`src/rtl/uart_rx_fe.sv`:
```
`default_nettype none
// +----------------------------------------------------------------------+
// | Module   : uart_rx_fe                                                |
// | Brief    : UART receive front end: synchroniser, 3-sample majority   |
// |            vote, framing/parity/overrun flags, break, ready/valid.   |
// | Revision : 1.0                                                       |
// +----------------------------------------------------------------------+
module uart_rx_fe #(
    parameter int DATA_BITS    = 8,
    parameter int STOP_BITS    = 1,
    parameter int PARITY       = 0,
    parameter int CLKS_PER_BIT = 1250,
    parameter int SYNC_STAGES  = 2
) (
    input  logic                 clk,
    input  logic                 rst,
    input  logic                 data_in,
    output logic [DATA_BITS-1:0] data_out,
    output logic                 valid,
    input  logic                 ready,
    output logic                 parity_err,
    output logic                 frame_err,
    output logic                 overrun,
    output logic                 busy
);

    localparam int c_pw   = $clog2(CLKS_PER_BIT);
    localparam int c_half = CLKS_PER_BIT / 2;

    // Phase within the current bit; bit centre sits at c_half.
    localparam logic [c_pw-1:0] c_ph_v0   = c_pw'(c_half - 1);
    localparam logic [c_pw-1:0] c_ph_v1   = c_pw'(c_half);
    localparam logic [c_pw-1:0] c_ph_v2   = c_pw'(c_half + 1);
    localparam logic [c_pw-1:0] c_ph_dec  = c_pw'(c_half + 2);
    localparam logic [c_pw-1:0] c_ph_last = c_pw'(CLKS_PER_BIT - 1);

    localparam logic [3:0] c_last_data = 4'(DATA_BITS - 1);
    localparam logic [3:0] c_last_stop = 4'(STOP_BITS - 1);

    localparam logic [2:0] c_st_idle  = 3'd0;
    localparam logic [2:0] c_st_start = 3'd1;
    localparam logic [2:0] c_st_data  = 3'd2;
    localparam logic [2:0] c_st_par   = 3'd3;
    localparam logic [2:0] c_st_stop  = 3'd4;
    localparam logic [2:0] c_st_break = 3'd5;

    logic [SYNC_STAGES-1:0] r_sync;
    logic                   w_line;
    logic [2:0]             r_state;
    logic [c_pw-1:0]        r_phase;
    logic [3:0]             r_bit;
    logic [2:0]             r_vote;
    logic [DATA_BITS-1:0]   r_shift;
    logic                   r_parx;
    logic                   r_perr;
    logic                   r_ferr;
    logic                   w_maj;
    logic                   w_dec;
    logic                   w_deliver;
    logic                   w_hs;

    always_ff @(posedge clk or posedge rst) begin
        if (rst) begin
            r_sync <= '1;
        end else begin
            r_sync <= {r_sync[SYNC_STAGES-2:0], data_in};
        end
    end

    assign w_line    = r_sync[SYNC_STAGES-1];
    assign w_maj     = (r_vote[0] & r_vote[1]) | (r_vote[0] & r_vote[2]) | (r_vote[1] & r_vote[2]);
    assign w_dec     = (r_phase == c_ph_dec) && (r_state != c_st_idle) && (r_state != c_st_break);
    assign w_deliver = w_dec && (r_state == c_st_stop) && (r_bit == c_last_stop);
    assign w_hs      = valid & ready;
    assign busy      = (r_state != c_st_idle);

    always_ff @(posedge clk or posedge rst) begin
        if (rst) begin
            r_state <= c_st_idle;
            r_phase <= '0;
            r_bit   <= '0;
            r_vote  <= '0;
            r_shift <= '0;
            r_parx  <= 1'b0;
            r_perr  <= 1'b0;
            r_ferr  <= 1'b0;
        end else begin
            if (r_state == c_st_idle || r_state == c_st_break || r_phase == c_ph_last) begin
                r_phase <= '0;
            end else begin
                r_phase <= r_phase + 1'b1;
            end

            if (r_phase == c_ph_v0 || r_phase == c_ph_v1 || r_phase == c_ph_v2) begin
                r_vote <= {r_vote[1:0], w_line};
            end

            case (r_state)
                c_st_idle: begin
                    r_bit  <= '0;
                    r_parx <= 1'b0;
                    r_perr <= 1'b0;
                    r_ferr <= 1'b0;
                    // The detection cycle itself is c = 0, so the next one is c = 1.
                    if (!w_line) begin
                        r_state <= c_st_start;
                        r_phase <= c_pw'(1);
                    end
                end
                c_st_start: begin
                    if (w_dec) begin
                        r_state <= w_maj ? c_st_idle : c_st_data;
                    end
                end
                c_st_data: begin
                    if (w_dec) begin
                        r_shift <= {w_maj, r_shift[DATA_BITS-1:1]};
                        r_parx  <= r_parx ^ w_maj;
                        if (r_bit == c_last_data) begin
                            r_bit   <= '0;
                            r_state <= (PARITY != 0) ? c_st_par : c_st_stop;
                        end else begin
                            r_bit <= r_bit + 4'd1;
                        end
                    end
                end
                c_st_par: begin
                    if (w_dec) begin
                        r_perr  <= (PARITY == 1) ? ~(r_parx ^ w_maj) : (r_parx ^ w_maj);
                        r_state <= c_st_stop;
                    end
                end
                c_st_stop: begin
                    if (w_dec) begin
                        r_ferr <= r_ferr | ~w_maj;
                        if (r_bit == c_last_stop) begin
                            r_bit   <= '0;
                            r_state <= (r_ferr | ~w_maj) ? c_st_break : c_st_idle;
                        end else begin
                            r_bit <= r_bit + 4'd1;
                        end
                    end
                end
                c_st_break: begin
                    // A held-low line produces one errored word, then waits here.
                    if (w_line) begin
                        r_state <= c_st_idle;
                    end
                end
                default: begin
                    r_state <= c_st_idle;
                end
            endcase
        end
    end

    always_ff @(posedge clk or posedge rst) begin
        if (rst) begin
            data_out   <= '0;
            valid      <= 1'b0;
            parity_err <= 1'b0;
            frame_err  <= 1'b0;
            overrun    <= 1'b0;
        end else if (w_deliver) begin
            data_out   <= r_shift;
            parity_err <= r_perr;
            frame_err  <= r_ferr | ~w_maj;
            valid      <= 1'b1;
            // A word still pending and not taken this cycle is lost.
            overrun    <= valid & ~ready;
        end else if (w_hs) begin
            valid   <= 1'b0;
            overrun <= 1'b0;
        end
    end

endmodule
`default_nettype wire

```
`config.mk`:
```
export PLATFORM = sky130hd
export DESIGN_NAME = uart_rx_fe
export DESIGN_NICKNAME = d
export VERILOG_FILES = /design/src/rtl/uart_rx_fe.sv
export SDC_FILE = /design/constraint.sdc
export NUM_CORES = 1
export LEC_CHECK = 0
export BUFFER_PORTS_ARGS = -buffer_cell sky130_fd_sc_hd__buf_2
export CAP_MARGIN = 20
export CORE_MARGIN = 2
export CORE_UTILIZATION = 35
export DETAILED_ROUTE_END_ITERATION = 8
export PLACE_DENSITY = 0.52
export SYNTH_ARGS = -nofsm -noshare
export SYNTH_HDL_FRONTEND = slang
export SYNTH_SLANG_ARGS = --single-unit
export TNS_END_PERCENT = 100
```
`constraint.sdc`:
```
create_clock -name clk -period 2.35 [get_ports clk]
set_input_delay 0.1175 -clock clk [delete_from_list [all_inputs] [get_ports clk]]
set_output_delay 0.1175 -clock clk [all_outputs]
set_load 0.005 [all_outputs]
```
==> results by group <==
Outcome
  – Result of the run: finished, violations left
  – Failing checks: design-rule violations

Route
  – Via-to-Cell Ratio: 5.23
  – Detail-routed net length per standard cell: 14.0 um
  – Pre-Repair DR Iteration Count: 6
  – Remaining antenna violation count: 0
  – Number of design rule violations left after detail routing: 1
  – Via count: 1673
  – Iter 0 DRT Violations: 139
  – Total length of routed wires: 4.49 mm

Power
  – Switching portion of total power: 22.8%
  – Internal power: 1010 uW
  – Combinational fraction of design power: 1.7%
  – Power per Cell Area: 492 nW/um^2
  – Total design power: 1310 uW
  – Share of power burned in registers: 60.8%
  – Power share of the clock group: 37.5%
  – Net Sw Power: 298 uW
  – Leakage power figure: 0.00127 uW
  – Worst supply voltage drop on vdd: 0.000317 V

Placed design
  – Detailed Place HPWL: 3.23 mm
  – Count of placed standard cells including taps: 310
  – Port Buf Inserts: 16
  – Routability congestion estimate: 0.888

Yosys
  – Multiplexer fraction of the synthesized cell area: 10.1%
  – Count of flip-flops with a built-in enable after synthesis: 0
  – Simple-Gate Fraction of Synth Area: 18.8%
  – Post-Synthesis Cells: 214
  – Fraction of the mapped netlist area in compound gates: 9.90%
  – Post-synthesis area per instance: 10.9 sq um
  – Post-Synth XOR/XNOR Area: 4.12%
  – Most frequent cells after synthesis: dfrtp_1, mux2_2, nor2_1
  – Main synth FF type: dfrtp_1
  – Mapped Area: 2340 sq um
  – Dominant cells by area after synthesis: dfrtp_1, mux2_2, xor2_1, ha_1, nor2_1
  – Library cell with the largest summed area after synthesis: dfrtp_1
  – Synth Area in Adders: 4.07%
  – Post-synthesis register bit count: 46
  – Synthesized netlist net count: 224
  – Fraction of post-synthesis cell area in the top cell type by area: 47.1%
  – Most instantiated library cell after synthesis: dfrtp_1
  – Number of warnings printed during yosys synthesis: 0
  – Sequential area share after synthesis: 49.3%
  – Fraction of registers with async set/reset: 100%
  – Main combinational cell family by area after synthesis: simple AND/OR/NAND/NOR gates
  – Number of distinct library cells after synthesis: 49

Clock network
  – H-tree Lvls: 2
  – Clock root buffer master: clkbuf_8
  – Post-CTS sizing: 0
  – Clock buffer count from CTS: 5
  – TritonCTS clock tree: built
  – Clock-pin slew of the registers on the worst-case setup and hold paths: 0.09 ns
  – Clock Path Buffers: 2
  – Clock sink total: 46
  – Count of hold buffers inserted by post-cts repair: 2
  – Number of setup buffers added after CTS: 0
  – Latest clock arrival within the worst-skew pair: 0.30 ns

Die
  – Core box area: 6420 sq um
  – Area of the die: 7350 sq um
  – Row count: 29
  – I/O pin count: 17
  – Initial core utilization: 36.4%
  – Horizontal die dimension: 85.7 um
  – Die Height: 85.7 um

Timing
  – Remaining max-slew budget at the tightest pin: 63.5%
  – Total Neg Setup Slack: 0 ns
  – Total setup violations reported at the end of the flow: 0
  – Unrepaired setup endpoints after global routing: false
  – Maximum clock frequency: 469 MHz
  – Final critical-path share of the clock period: 90.6%
  – Slew at the pin closest to its max-slew limit: 0.533 ns
  – Pins Over Slew Limit: 0
  – Time the final worst path needs with I/O delays and setup: 2.13 ns
  – Endpoints failing hold: 0
  – Skew final: 0.0111 ns

Finish
  – Utilization of the core after routing: 41.4%
  – Net count reported at finish: 252
  – Layout Cells excl Fill: 320
  – Number of fill cells: 625
  – Area overhead of the layout relative to synthesis: 13.7%
  – Antenna diode count: 0
  – Fraction of layout cells with a size suffix above 1: 29.2%

Min path
  – Worst Hold Launch: ready
  – Capture endpoint of the worst hold path: valid
  – Classification of the worst-slack hold path: input port to flip-flop
  – Hold Path Stages: 2

Global route
  – Initial antenna violation count: 0
  – Aggregate global-route resource usage: 13.2%
  – Largest net degree at the start of global routing: 26
  – Total congestion overflow after global routing: 0
  – Via count of the first global-routing pass: 1623
  – Global-route wire length before repair: 7.82 mm

Worst setup path
  – Setup slack on the worst flop-to-flop path: 0.22 ns
  – WS Path Type: flip-flop to flip-flop
  – Element type at the critical path end: flip-flop
  – Worst r2r dst: r_shift[3]
  – Arrival @ worst endpoint: 2.32 ns
  – Startpoint type of the worst setup path: flip-flop
  – Worst Reg-to-Reg Cells: 5
  – Biggest fanout along the worst timing path: 8
  – CP required: 2.54 ns
  – Slowest cell delay on critical path: 0.48 ns
  – Slowest cell on the critical path: dfrtp_1
  – Critical path, cell by cell: ha_1 > and2b_2 > nand4_2 > nor2_2 > mux2_2
  – Startpoint of the worst register-to-register path: r_phase[0]

Run
  – Max-capacitance violation count: 0
[power by group through the flow]
| stage | Clock (uW) | Sequential, uW | Combinational, uW |
|---|---|---|---|
| after floorplan | 0 | 810 | 12.0 |
| after global placement | 0 | 811 | 20.9 |
| after detailed placement | 0 | 811 | 21.1 |
| after CTS | 505 | 795 | 23.6 |
| after global routing | 538 | 796 | 25.8 |
| final | 490 | 795 | 21.9 |
[worst max path at each step]
| stage | startpoint | to | slack (ns) | depth (start not counted) |
|---|---|---|---|---|
| 2_1_floorplan | r_phase[8] | data_out[0] | 0.45 | 5 |
| 3_3_place_gp | r_phase[0] | r_shift[2] | 0.20 | 5 |
| 3_5_place_dp | r_phase[0] | r_shift[4] | 0.21 | 5 |
| 4_1_cts | r_phase[0] | r_shift[4] | 0.20 | 5 |
| 5_1_grt | r_phase[0] | r_shift[7] | 0.01 | 5 |
| 6_report | r_phase[0] | r_shift[3] | 0.22 | 5 |
[cells in the final DEF (no fill, tap or decap), drive strengths merged, types with 3 or more instances in the layout]
cell,count
dfrtp,44
a21oi,4
nand2,8
nor3,3
and3,3
ha,6
o31ai,3
nand4,9
o211ai,3
xor2,9
mux2,21
o21ai,7
inv,12
nand3,9
nand2b,4
a31oi,5
nor2,21
buf,26
clkbuf,5
[worst max-delay path, delay by kind of cell (launching register included)]
family / cells / cell delay (ns)
adder cells (fa/ha/maj): 1 / 0.34
AND/OR/NAND/NOR: 3 / 0.83
flip-flops: 1 / 0.48
multiplexers: 1 / 0.38
[through the flow]
step	setup slack (ns)	hold WS [ns]	instance area (sq um)
floorplan	0.452	0.122	2340
CTS	0.200	0.00232	2660
global placement	0.201	0.189	2550
finish	0.220	0.0102	2660
global route	0.0101	0.0212	2660
detailed placement	0.205	0.195	2550
[kinds of logic (layout without fill, tap and decap cells)]
group,Yosys count,after routing
multiplexers,21,21
buffers and inverters,19,48
AND/OR/NAND/NOR,75,75
XOR/XNOR,11,11
adder cells (fa/ha/maj),8,8
flip-flops,46,46
AO/OA/AOI/OAI,34,34
[routing by layer]
metal	part of all wire [%]	global-route usage, %	vias up
li1	-	-	827
met5	0	0	-
met3	3.9	2.69	4
met2	46	20.5	24
met1	50	19.0	818
met4	0.74	3.46	0
[state kept, by name, summed over array words and instances, names as in the netlist, 2 cells and up]
signal / flops
r_shift: 8
r_state: 3
r_vote: 3
data_out: 8
r_sync: 2
r_bit: 4
r_phase: 11
[area by class of cell]
type                            instances  area [sq um]  share of cell area (%)
Multi-Input combinational cell        149          1100                    41.3
Clock inverter                          3          21.3                   0.800
Clock buffer                            5          68.8                    2.59
Sequential cell                        46          1150                    43.4
Inverter                               12          45.0                    1.69
Timing Repair Buffer                   28           175                    6.59
Tap cell                               77          96.3                    3.62
(Power assumes the default switching activity.)
